===== src/rtl/sha_pkg.sv =====
// Shared SHA-2 message schedule definitions: mode encodings, round counts, word widths, FSM states.
// Entry width follows the SHA512_EN macro (64-bit entries when defined, 32-bit otherwise).
package sha_pkg;

    localparam logic MODE_SHA256 = 1'b0;
    localparam logic MODE_SHA512 = 1'b1;

    localparam logic [6:0] ROUNDS_SHA256 = 7'd64;
    localparam logic [6:0] ROUNDS_SHA512 = 7'd80;

    localparam int WORD_W_SHA256 = 32;
    localparam int WORD_W_SHA512 = 64;

`ifdef SHA512_EN
    localparam int ENTRY_W = WORD_W_SHA512;
`else
    localparam int ENTRY_W = WORD_W_SHA256;
`endif

    typedef enum logic [1:0] {
        IDLE = 2'd0,
        RUN  = 2'd1,
        FIN  = 2'd2
    } state_t;

    function automatic logic [31:0] rotr32(input logic [31:0] x, input int n);
        return (x >> n) | (x << (32 - n));
    endfunction

    function automatic logic [63:0] rotr64(input logic [63:0] x, input int n);
        return (x >> n) | (x << (64 - n));
    endfunction

endpackage


===== src/rtl/msg_sigma.sv =====
// Combinational small-sigma functions for the SHA-256 and SHA-512 message schedule.
// SHA-256 results are zero-extended to 64 bits.
module msg_sigma
    import sha_pkg::*;
(
    input  logic        mode,
    input  logic [63:0] x0,
    input  logic [63:0] x1,
    output logic [63:0] sigma0,
    output logic [63:0] sigma1
);

    logic [31:0] s0_256;
    logic [31:0] s1_256;
    logic [63:0] s0_512;
    logic [63:0] s1_512;

    always_comb begin
        s0_256 = rotr32(x0[31:0], 7)  ^ rotr32(x0[31:0], 18) ^ (x0[31:0] >> 3);
        s1_256 = rotr32(x1[31:0], 17) ^ rotr32(x1[31:0], 19) ^ (x1[31:0] >> 10);
        s0_512 = rotr64(x0, 1)  ^ rotr64(x0, 8)  ^ (x0 >> 7);
        s1_512 = rotr64(x1, 19) ^ rotr64(x1, 61) ^ (x1 >> 6);
    end

    assign sigma0 = (mode == MODE_SHA512) ? s0_512 : {32'h0, s0_256};
    assign sigma1 = (mode == MODE_SHA512) ? s1_512 : {32'h0, s1_256};

endmodule


===== src/rtl/msg_schedule.sv =====
// SHA-2 message schedule expander: streams W_0..W_{N-1} from a 16-entry shift register.
// SHA512_EN defined -> SHA-256 and SHA-512 selectable by mode; undefined -> SHA-256 only.
module msg_schedule
    import sha_pkg::*;
(
    input  logic          clk,
    input  logic          rst_n,
    input  logic          start,
    input  logic          mode,
    input  logic [1023:0] block_in,
    input  logic          hold,
    output logic [63:0]   W,
    output logic          w_valid,
    output logic [6:0]    round,
    output logic          init,
    output logic          last,
    output logic          done,
    output logic          busy
);

    state_t             state;
    logic [ENTRY_W-1:0] sched [16];
    logic [6:0]         round_q;
    logic               mode_q;
    logic               eff_mode;
    logic [6:0]         last_round;
    logic [63:0]        sigma0;
    logic [63:0]        sigma1;
    logic [63:0]        sum;
    logic [63:0]        next_word;

`ifdef SHA512_EN
    assign eff_mode = mode;
`else
    logic unused_bits;
    assign eff_mode    = MODE_SHA256;
    assign unused_bits = ^{mode, block_in[1023:512], next_word[63:32]};
`endif

    msg_sigma u_sigma (
        .mode   (mode_q),
        .x0     (64'(sched[1])),
        .x1     (64'(sched[14])),
        .sigma0 (sigma0),
        .sigma1 (sigma1)
    );

    // SHA-256 words must keep their upper half clear so the modulo-2^32 wrap holds.
    assign sum        = sigma1 + 64'(sched[9]) + sigma0 + 64'(sched[0]);
    assign next_word  = (mode_q == MODE_SHA512) ? sum : {32'h0, sum[31:0]};
    assign last_round = (mode_q == MODE_SHA512) ? ROUNDS_SHA512 - 7'd1 : ROUNDS_SHA256 - 7'd1;

    always_ff @(posedge clk or negedge rst_n) begin
        if (!rst_n) begin
            state   <= IDLE;
            round_q <= '0;
            mode_q  <= MODE_SHA256;
            for (int k = 0; k < 16; k++) sched[k] <= '0;
        end else begin
            case (state)
                IDLE: begin
                    if (start) begin
                        mode_q  <= eff_mode;
                        round_q <= '0;
                        state   <= RUN;
                        for (int j = 0; j < 16; j++) begin
`ifdef SHA512_EN
                            sched[j] <= (eff_mode == MODE_SHA512) ? block_in[1023-64*j -: 64]
                                                                  : {32'h0, block_in[511-32*j -: 32]};
`else
                            sched[j] <= block_in[511-32*j -: 32];
`endif
                        end
                    end
                end
                RUN: begin
                    if (!hold) begin
                        for (int k = 0; k < 15; k++) sched[k] <= sched[k+1];
                        sched[15] <= next_word[ENTRY_W-1:0];
                        if (round_q == last_round) state <= FIN;
                        else round_q <= round_q + 7'd1;
                    end
                end
                FIN:     state <= IDLE;
                default: state <= IDLE;
            endcase
        end
    end

    assign w_valid = (state == RUN);
    assign W       = w_valid ? 64'(sched[0]) : 64'h0;
    assign round   = w_valid ? round_q : 7'd0;
    assign init    = w_valid && (round_q == 7'd0);
    assign last    = w_valid && (round_q == last_round);
    assign done    = (state == FIN);
    assign busy    = (state != IDLE);

endmodule


===== config.mk =====
export PLATFORM = sky130hd
export DESIGN_NAME = msg_schedule
export DESIGN_NICKNAME = d
export VERILOG_FILES = /design/src/rtl/sha_pkg.sv /design/src/rtl/msg_sigma.sv /design/src/rtl/msg_schedule.sv
export SDC_FILE = /design/constraint.sdc
export NUM_CORES = 2
export LEC_CHECK = 0
export CAP_MARGIN = 40
export CORE_AREA = 3 3 430 432
export CTS_BUF_LIST = sky130_fd_sc_hd__clkbuf_4
export CTS_CLUSTER_SIZE = 20
export DETAILED_ROUTE_END_ITERATION = 8
export DIE_AREA = 0 0 433 435
export HOLD_SLACK_MARGIN = 0.1
export PLACE_DENSITY = 0.33
export RECOVER_POWER = 25
export SYNTH_ARGS = -nofsm -noshare
export SYNTH_HDL_FRONTEND = slang
export SYNTH_SLANG_ARGS = --single-unit

===== constraint.sdc =====
create_clock -name clk -period 6.53 [get_ports clk]
set_input_delay 1.6325 -clock clk [delete_from_list [all_inputs] [get_ports clk]]
set_output_delay 1.6325 -clock clk [all_outputs]
set_load 0.02 [all_outputs]

==> summary.md <==
| Metric | Value |
|---|---|
| Overall routing resource usage | approximately 16% |
| Die width | roughly 430 um |
| Placed instance area | 0.0360 mm^2 |
| Initial Util | between 10% and 20% |
| Critical path endpoint category | primary output |
| Final setup violation count | 0 |
| DP HPWL | between 100,000 and 150,000 um |
| H-tree lvl count | 4 |
| Drt pass-1 iters | 5 |
| Via count | ~26k |
| Worst hold start | sched[6] |
| Fin crit share | approximately 84% |
| Ys async rst share | between 90% and 100% |
| Placed Instances | between 6k and 7k |
| Routed wire length | between 150,000 and 200,000 um |
| Final instance count without filler cells | between 6k and 7k |
| CTS sink cnt | 521 |
| Core area | 0.181 mm^2 |
| Slew HR | -239% |
| Status | complete, but fails checks |
| Port Buffers | about 560 |
| CP Data Required Time | slightly below 5 ns |
| Max frequency | 182 MHz |
| FP Rows | between 150 and 200 |
| # DRC | 0 |
| IO Count | 1,105 |
| Period minus WS final | 5.51 ns |
| Latest clock arrival within the worst-skew pair | approximately 1.2 ns |
| Setup TNS | 0 ns |
| Failing checks | capacitance limit, slew limit |
| Area Overhead vs Synth | 35.6% |
| Die height | roughly 440 um |
| Largest net degree at the start of global routing | 219 |
| Post-synth cell types | 64 |
| MaxCap Viol Count | 1 |
| Final Slew Violations | just over 90 |
| R2R Path Start | sched[50] |
| Syn Inst Count | about 3.5k |
| Die ar. | about 0.19 mm^2 |
| Sequential area share after synthesis | a little under half |
| Clk slew on worst S/H paths | about 0.060 ns |
| Inserted Clock Buffers | roughly 180 |
| Synth top area share | 46.3% |
| Slew of the pin with the lowest slew margin | roughly 5.1 ns |
| Final instance area | 0.0382 mm^2 |
| Drt initial violations | about 1.6k |
| Antenna violations before repair | 57 |
| Vias/cell | 4.02 |
| R2R setup slack | between 1.5 and 2 ns |
| Clock tree buffer depth | 3 |
| Fin nets | between 5k and 6k |
| Post-CTS Hold Buffers | 0 |
| Share of cells above drive strength 1 | ~8% |
| Cell taking the most area after synthesis | dfrtp_1 |
| Most common cell in the synthesized netlist | nand2_1 |
| Synthesized flop and latch total | 521 |
| Post-synth EDFFs | 0 |
| Worst hold endpoint | sched[6] |
| Largest cells by area after synthesis | dfrtp_1 46%, nand2_1 13%, a31oi_1 11% |
| RSZ-0062 raised after global routing | false |
| Setup Buffers After CTS | 0 |
| Synthesized area per cell | just over 8 um^2 |
| DR WL/cell | 23.7 um |
| Hold Fails Final Rpt | 0 |
| CP Launch Type | flop |
| Synth Cell Area | roughly 0.028 mm^2 |
| R2r endpoint | sched[23] |
| Clock Skews | 0.0861 ns |
| Hold Crit Class | reg -> reg |
| Hold depth | 2 |
| Crit path max fanout | 65 |
| R2R depth | 15 |
| Final ANT Viol Nets | 0 |
| Synth cell count leaders | 997 x nand2_1, 564 x nor2_1, 521 x dfrtp_1 |
| First-pass GRT wire length | approximately 210,000 um |
| GPL Wtd Cong | 0.833 |
| Crit Path Class | reg -> out |
| Vias in the first global route | approximately 27k |
| Worst Path Arrival | between 3 and 4 ns |
| Post-synth top flop | dfrtp_1 |
| Post-CTS Resized | 0 |
| Yosys warning count | 0 |
| Gr ovfl total | 0 |
| CTS tree | yes |
| Root buffer selected by CTS | clkbuf_4 |
==> flip-flops by register name (all words and copies together), names as in the netlist <==
name and cells:
round_q 7, sched 512, state 2
==> how the worst max path moves through the flow <==
stage	slack (ns)	from	to	cells after the start
after floorplan	2.53	sched[50]	sched[29]	16
after global placement	1.82	sched[50]	sched[23]	15
after detailed placement	1.79	sched[50]	sched[23]	15
after CTS	0.72	state[0]	round[5]	4
after global routing	0.48	rst_n	sched[157]	1
final	1.02	state[0]	round[4]	4
==> per-layer routing <==
metal | GRT usage, % | share of wire, % | vias up
li1 | - | - | 12500
met1 | 19.5 | 42 | 12600
met2 | 26.7 | 49 | 692
met3 | 4.19 | 5.7 | 254
met4 | 6.36 | 3.3 | 18
met5 | 0 | 0.076 | -
==> worst max-delay path, cell delays in order, from the launching register on <==
cell,delay (ns)
dfrtp_1,0.57
nand2b_4,0.40
inv_8,0.56
and2_1,0.21
clkdlybuf4s50_1,0.84
==> placed cells by master, fill, tap and decap left out, types with 3 or more instances in the layout <==
cell type,instances
xnor2_1,90
ha_1,33
fa_1,62
inv_8,3
nand3_1,8
nor2_1,564
nand2_1,997
a221oi_1,7
a21oi_1,53
inv_6,6
buf_4,23
clkdlybuf4s50_1,558
a31oi_1,486
nand2b_1,3
clkinv_4,3
o21ai_0,32
dfrtp_1,521
nor3_1,4
o22ai_1,7
o31ai_1,4
nor2b_1,3
a211oi_1,5
and3_1,14
clkbuf_4,251
a21o_1,10
nand4_1,7
xor2_1,58
inv_1,126
o21bai_1,3
buf_12,13
or3_1,5
diode_2,30
clkinv_1,15
and2_1,9
conb_1,32
==> logic make-up after synthesis <==
group | synth area share, %
and+or+nand+nor | 22.4
AOI/OAI and AO/OA | 14.3
DFF | 46.3
buffers and inverters | 6.51
xor gates and xnor gates | 4.60
adders and majority gates | 5.87
muxes | 0.0755
other | 0.0133
==> stage by stage <==
stage | setup WS, ns | utilization [%] | hold WS, ns
final | 1.02 | 21.1 | 0.502
after global routing | 0.476 | 21.1 | 0.533
after CTS | 0.719 | 21.1 | 0.339
after detailed placement | 1.79 | 19.9 | 0.486
after global placement | 1.82 | 19.9 | 0.471
after floorplan | 2.53 | - | 0.450
==> cell type report <==
cell class | instances | area [um^2]
clock inverters | 32 | 239
fillers | 20400 | 143000
inverters | 127 | 484
flip-flops and latches | 521 | 13000
clock buffers | 251 | 1880
multi-input cells | 2538 | 13400
repair buffers | 597 | 6090
well taps | 2370 | 2970
diodes | 30 | 75.1
Power is left out: the tool's default activity adds up to more than one toggle a clock period on the data nets, which glitch-free logic cannot reach.
